===== src/rtl/config_loader_pkg.sv =====
// Shared types and constants for the configuration bitstream loader.
// Optional CRC checking is enabled by defining CONFIG_LOADER_CRC_EN.
package config_loader_pkg;

    // Host interface byte width.
    localparam int WORD_W = 8;

    // Width of the bit index inside one latched byte.
    localparam int IDX_W = $clog2(WORD_W);

    // CRC-8 used to protect the bitstream (MSB-first, non-reflected).
    localparam logic [WORD_W-1:0] CRC_POLY = 8'h07;
    localparam logic [WORD_W-1:0] CRC_INIT = 8'h00;

    // Loader control states. CHECK is only reachable when CRC checking is built in.
    typedef enum logic [2:0] {
        IDLE  = 3'd0,
        FETCH = 3'd1,
        SHIFT = 3'd2,
        CHECK = 3'd3,
        DONE  = 3'd4
    } state_t;

endpackage


===== src/rtl/config_loader_crc8.sv =====
// Combinational CRC-8 byte update: returns the CRC after folding one more
// byte, processed MSB first. Used only when CONFIG_LOADER_CRC_EN is defined.
module config_loader_crc8
    import config_loader_pkg::*;
(
    input  logic [WORD_W-1:0] i_crc,
    input  logic [WORD_W-1:0] i_byte,
    output logic [WORD_W-1:0] o_crc
);

    logic [WORD_W-1:0] w_acc;

    // Eight polynomial-division steps unrolled into a single combinational cone.
    always_comb begin
        w_acc = i_crc ^ i_byte;
        for (int i = 0; i < WORD_W; i++) begin
            if (w_acc[WORD_W-1]) begin
                w_acc = {w_acc[WORD_W-2:0], 1'b0} ^ CRC_POLY;
            end else begin
                w_acc = {w_acc[WORD_W-2:0], 1'b0};
            end
        end
        o_crc = w_acc;
    end

endmodule


===== src/rtl/config_loader.sv =====
// Configuration loader: accepts a bitstream byte-by-byte from a host and
// serialises exactly CHAIN_LEN bits (LSB first per byte) into the fabric
// configuration chain, then enables the fabric.
// Build option: CONFIG_LOADER_CRC_EN adds a trailing CRC-8 byte check; a
// mismatch raises error and keeps fabric_enable low.
// CHAIN_LEN legal range is 1..4096.
module config_loader
    import config_loader_pkg::*;
#(
    parameter int CHAIN_LEN = 17
) (
    input  logic              clock,
    input  logic              nreset,
    input  logic              start,
    input  logic [WORD_W-1:0] in_data,
    input  logic              in_valid,
    output logic              in_ready,
    output logic              cfg_data,
    output logic              cfg_shift,
    output logic              fabric_enable,
    output logic              busy,
    output logic              done,
    output logic              error
);

    // Counter wide enough to hold CHAIN_LEN itself; it stops there, never wraps.
    localparam int                CNT_W    = $clog2(CHAIN_LEN + 1);
    localparam logic [CNT_W-1:0]  LAST_BIT = CNT_W'(CHAIN_LEN - 1);
    localparam logic [IDX_W-1:0]  LAST_IDX = IDX_W'(WORD_W - 1);

    state_t              r_state;
    state_t              w_state_nxt;
    logic [CNT_W-1:0]    r_bit_cnt;
    logic [IDX_W-1:0]    r_bit_idx;
    logic [WORD_W-1:0]   r_byte;

    logic                w_start_ok;
    logic                w_fetch_hs;
    logic                w_last_bit;
    logic                w_byte_end;
    logic                w_error;

    // start is honoured only when no load is running.
    assign w_start_ok = start && ((r_state == IDLE) || (r_state == DONE));
    assign w_fetch_hs = (r_state == FETCH) && in_valid;
    assign w_last_bit = (r_bit_cnt == LAST_BIT);
    assign w_byte_end = (r_bit_idx == LAST_IDX);

    // State register.
    always_ff @(posedge clock or negedge nreset) begin
        // NOTE: sequential state uses non-blocking assignments so every register
        // samples the pre-edge values, independent of block ordering.
        if (!nreset) begin
            r_state <= IDLE;
        end else begin
            r_state <= w_state_nxt;
        end
    end

    // Next-state decode and Moore outputs derived from the current state.
    always_comb begin
        // NOTE: every output gets a default first so no path leaves it unassigned,
        // which would otherwise infer a latch.
        w_state_nxt   = r_state;
        in_ready      = 1'b0;
        cfg_shift     = 1'b0;
        cfg_data      = 1'b0;
        busy          = 1'b0;
        done          = 1'b0;
        fabric_enable = 1'b0;

        case (r_state)
            IDLE: begin
                if (start) begin
                    w_state_nxt = FETCH;
                end
            end

            FETCH: begin
                busy     = 1'b1;
                in_ready = 1'b1;
                if (in_valid) begin
                    w_state_nxt = SHIFT;
                end
            end

            SHIFT: begin
                busy      = 1'b1;
                cfg_shift = 1'b1;
                cfg_data  = r_byte[r_bit_idx];
                // Chain completion wins over byte completion; leftover bits are dropped.
                if (w_last_bit) begin
`ifdef CONFIG_LOADER_CRC_EN
                    w_state_nxt = CHECK;
`else
                    w_state_nxt = DONE;
`endif
                end else if (w_byte_end) begin
                    w_state_nxt = FETCH;
                end
            end

`ifdef CONFIG_LOADER_CRC_EN
            CHECK: begin
                busy     = 1'b1;
                in_ready = 1'b1;
                if (in_valid) begin
                    w_state_nxt = DONE;
                end
            end
`endif

            DONE: begin
                done          = 1'b1;
                fabric_enable = ~w_error;
                if (start) begin
                    w_state_nxt = FETCH;
                end
            end

            default: begin
                w_state_nxt = IDLE;
            end
        endcase
    end

    // Byte latch and bit counters for the serialiser.
    always_ff @(posedge clock or negedge nreset) begin
        if (!nreset) begin
            r_bit_cnt <= '0;
            r_bit_idx <= '0;
            r_byte    <= '0;
        end else begin
            if (w_start_ok) begin
                r_bit_cnt <= '0;
                r_bit_idx <= '0;
            end else if (w_fetch_hs) begin
                r_byte    <= in_data;
                r_bit_idx <= '0;
            end else if (r_state == SHIFT) begin
                r_bit_cnt <= r_bit_cnt + CNT_W'(1);
                r_bit_idx <= r_bit_idx + IDX_W'(1);
            end
        end
    end

`ifdef CONFIG_LOADER_CRC_EN
    logic [WORD_W-1:0] r_crc;
    logic [WORD_W-1:0] w_crc_nxt;
    logic              r_error;

    config_loader_crc8 u_crc8 (
        .i_crc  (r_crc),
        .i_byte (in_data),
        .o_crc  (w_crc_nxt)
    );

    // Running CRC over every accepted data byte, then compare against the trailer.
    always_ff @(posedge clock or negedge nreset) begin
        if (!nreset) begin
            r_crc   <= CRC_INIT;
            r_error <= 1'b0;
        end else begin
            if (w_start_ok) begin
                r_crc   <= CRC_INIT;
                r_error <= 1'b0;
            end else if (w_fetch_hs) begin
                r_crc <= w_crc_nxt;
            end else if ((r_state == CHECK) && in_valid) begin
                r_error <= (in_data != r_crc);
            end
        end
    end

    assign w_error = r_error;
`else
    assign w_error = 1'b0;
`endif

    assign error = w_error;

endmodule


===== config.mk =====
export PLATFORM = sky130hd
export DESIGN_NAME = config_loader
export DESIGN_NICKNAME = d
export VERILOG_FILES = /design/src/rtl/config_loader_pkg.sv /design/src/rtl/config_loader_crc8.sv /design/src/rtl/config_loader.sv
export SDC_FILE = /design/constraint.sdc
export NUM_CORES = 1
export LEC_CHECK = 0
export CAP_MARGIN = 20
export CELL_PAD_IN_SITES_DETAIL_PLACEMENT = 0
export CELL_PAD_IN_SITES_GLOBAL_PLACEMENT = 1
export CORE_ASPECT_RATIO = 0.75
export CORE_MARGIN = 2
export CORE_UTILIZATION = 39
export CTS_CLUSTER_DIAMETER = 120
export DETAILED_ROUTE_END_ITERATION = 7
export GPL_TIMING_DRIVEN = 0
export PLACE_DENSITY_LB_ADDON = 0.1
export RECOVER_POWER = 100
export SLEW_MARGIN = 20
export SYNTH_ARGS = -nofsm -noshare
export SYNTH_HDL_FRONTEND = slang
export SYNTH_SLANG_ARGS = --single-unit

===== constraint.sdc =====
create_clock -name clock -period 1.9 [get_ports clock]
set_clock_uncertainty 0.05 [all_clocks]
set_input_delay 0.19 -clock clock [delete_from_list [all_inputs] [get_ports clock]]
set_output_delay 0.19 -clock clock [all_outputs]
set_load 0.02 [all_outputs]

==> results.txt <==
status = finished, final reports clean
post-synthesis mux area share = 0.133
GPL Wtd Cong = 0.782
initial core utilization = 0.425
Synth Area in Simple Gates = 0.183
RR Endpoint = r_state[1]
count of antenna diodes in the layout = 0
Routed Wire Length = 1980 um
sequential cell area fraction in the yosys report = 0.473
core area = 2360 um^2
Pwr Density = 1270 nW/um^2
register bit count reported by yosys = 19
Lkg Pwr = 0.594 nW
routed vias = 736
Max Root-Sink Buffers = 2
Fill cells = 241
Netlist Area Pre-Place = 1000 um^2
CTS tree = done
# DRC = 0
floorplan row count = 15
slowest CP cell = mux4_2
Nets = 138
Die Height = 48.0 um
final worst path period need = 1.86 ns
final instance area = 1320 um^2
Pre-Repair DR Iteration Count = 2
Finished Layout Cells = 155
share of cells above drive strength 1 = 0.331
f_max = 0.537 GHz
CTS H-Tree Depth = 1
setup slack after layout = 0.0369 ns
arrival time at the worst endpoint = 1.62 ns
total power = 1.67 mW
XOR/XNOR Fraction of Synth Area = 0.0174
Ys Warns = 0
post-route ant nets = 0
RSZ-0062 raised after global routing = yes
post-placement setup slack = -0.249 ns
Max IR drop VDD = 0.581 mV
DP HPWL = 1400 um
Slew headroom = 0.408
hold buffers post-CTS = 0
Final Max Slew Viols = 0
Die ar. = 3000 um^2
Critical R2R Launch = r_bit_cnt[0]
cell chain of the critical path = mux4_2 -> nor2_2 -> nor4_4 -> buf_4
Max-Cap Viols = 0
Root Buffer = clkbuf_4
DR iter-0 viols = 36
final hold vios = 0
largest net degree at the start of global routing = 20
Worst path max stage delay = 0.52 ns
Area after DPL = 1230 um^2
critical-path maximum fanout = 5
Buffers on Ports = 17
area taken by multi-input logic gates = 495 um^2
Clock transition at path regs = 0.11 ns
dpl cells = 144
Tightest Pin Transition = 0.886 ns
Crit. End Element = output pin
Synth-to-Final Area Change = 31.5%
initial antenna violation count = 0
Die W = 62.6 um
clock latency at the later pin of the worst-skew pair = 0.30 ns
Compound-Gate Fraction of Synth Area = 0.0760
adder and majority cell fraction of the synthesized area = 0.0498
Distinct cells, synth = 33
most common cell after layout, fill and taps aside = dfrtp_1
syn_area_per_cell = 10.8 um^2
Hold Slack = 0.389 ns
most frequent cells in the layout = dfrtp_1, buf_4, clkdlybuf4s50_1
post-route core utilization = 0.559
largest family of logic cells by synthesized area = simple AND/OR/NAND/NOR gates
Final period util = 0.981
Clock Sinks = 19
Worst Path Required = 1.66 ns
sequential cell area = 477 um^2
Hold/Removal Path Class = in2async
global-route wire length before repair = 3280 um
WS Path Type = reg2out
Num CTS Buffers = 3
reg2reg setup slack = 0.13 ns
DR vias/cell = 4.75
grt ovf = 0
setup violators final = 0
reg2reg path depth = 5
I/O pin count = 19
WL/cell = 12.8 um
CP Launch Type = register
GRT Util Overall = 0.148
syn_nets = 109
Setup TNS Final = 0 ns
vias in the first global route = 730
synthesized instance count = 93
## report_power, final
part	internal (mW)	switching, mW	leakage (nW)
registers	0.551	0.117	0.241
clock network	0.0785	0.130	0.0177
logic	0.442	0.357	0.336
total	1.07	0.604	0.594
## worst max-delay path by stage
| stage | startpoint | endpoint | slack (ns) | cells past startpoint |
|---|---|---|---|---|
| 5_1_grt | r_state[1] | cfg_data | -0.05 | 3 |
| 4_1_cts | r_state[1] | cfg_data | -0.1 | 4 |
| 3_5_place_dp | r_state[0] | cfg_data | -0.25 | 4 |
| 2_1_floorplan | r_state[0] | cfg_data | 0.21 | 3 |
| 3_3_place_gp | r_state[0] | cfg_data | -0.26 | 4 |
| 6_report | r_bit_idx[1] | cfg_data | 0.04 | 4 |
## sequential cells by signal, summed over array words and instances, names as in the netlist
name,count
r_byte,8
r_bit_cnt,5
r_bit_idx,3
r_state,3
## Yosys cell counts
library cell | instances | area [um^2]
dfrtp_1 | 19 | 475
mux2_2 | 9 | 101
nand2_1 | 8 | 30.0
nor2_1 | 7 | 26.3
a21oi_1 | 6 | 30.0
inv_1 | 6 | 22.5
ha_1 | 4 | 50.1
nor3b_1 | 3 | 22.5
buf_4 | 2 | 15.0
buf_6 | 2 | 22.5
nand2b_1 | 2 | 12.5
o21ai_0 | 2 | 10.0
or2_2 | 2 | 12.5
xnor2_1 | 2 | 17.5
a211oi_2 | 1 | 12.5
a2bb2oi_1 | 1 | 8.76
a31o_2 | 1 | 8.76
a31oi_1 | 1 | 6.26
and2_1 | 1 | 6.26
and3_1 | 1 | 6.26
and4bb_2 | 1 | 12.5
conb_1 | 1 | 3.75
inv_2 | 1 | 3.75
mux2i_1 | 1 | 10.0
mux4_2 | 1 | 22.5
nand3_1 | 1 | 5.00
nand3b_1 | 1 | 7.51
nand4_1 | 1 | 6.26
nor3_1 | 1 | 5.00
nor4_1 | 1 | 6.26
nor4bb_1 | 1 | 10.0
or3_1 | 1 | 6.26
or3b_1 | 1 | 8.76
## cell type report
type	count	area share
Timing Repair Buffer	25	0.170
Tap cell	34	0.0322
Sequential cell	19	0.361
Inverter	7	0.0218
Multi-Input combinational cell	63	0.375
Buffer	3	0.0199
Clock inverter	1	0.00379
Clock buffer	3	0.0170
## layer usage
| metal | GRT usage | share of wire | vias to the layer above |
|---|---|---|---|
| li1 | - | - | 373 |
| met1 | 0.195 | 0.53 | 343 |
| met2 | 0.226 | 0.40 | 16 |
| met3 | 0.0494 | 0.053 | 4 |
| met4 | 0.0756 | 0.014 | 0 |
| met5 | 0 | 0 | - |
## worst max-delay path: cells and delay by family (launching register included)
family	cells	cell delay, ns
simple gates	2	0.20
flops	1	0.44
mux	1	0.52
buf+inv	1	0.15
## cell families after synthesis
logic type      Yosys count
simple gates             33
flops                    19
compound gates           12
mux                      11
buf+inv                  11
fa+ha+maj                 4
xor+xnor                  2
other cells               1
## what timing repair did
action | 4_1_cts | 5_1_grt
pin swaps | 0 | 1
resized for setup | 19 | 8
endpoints found under the setup margin | 6 | 5
setup buffers | 5 | 3
(Power assumes the default switching activity.)
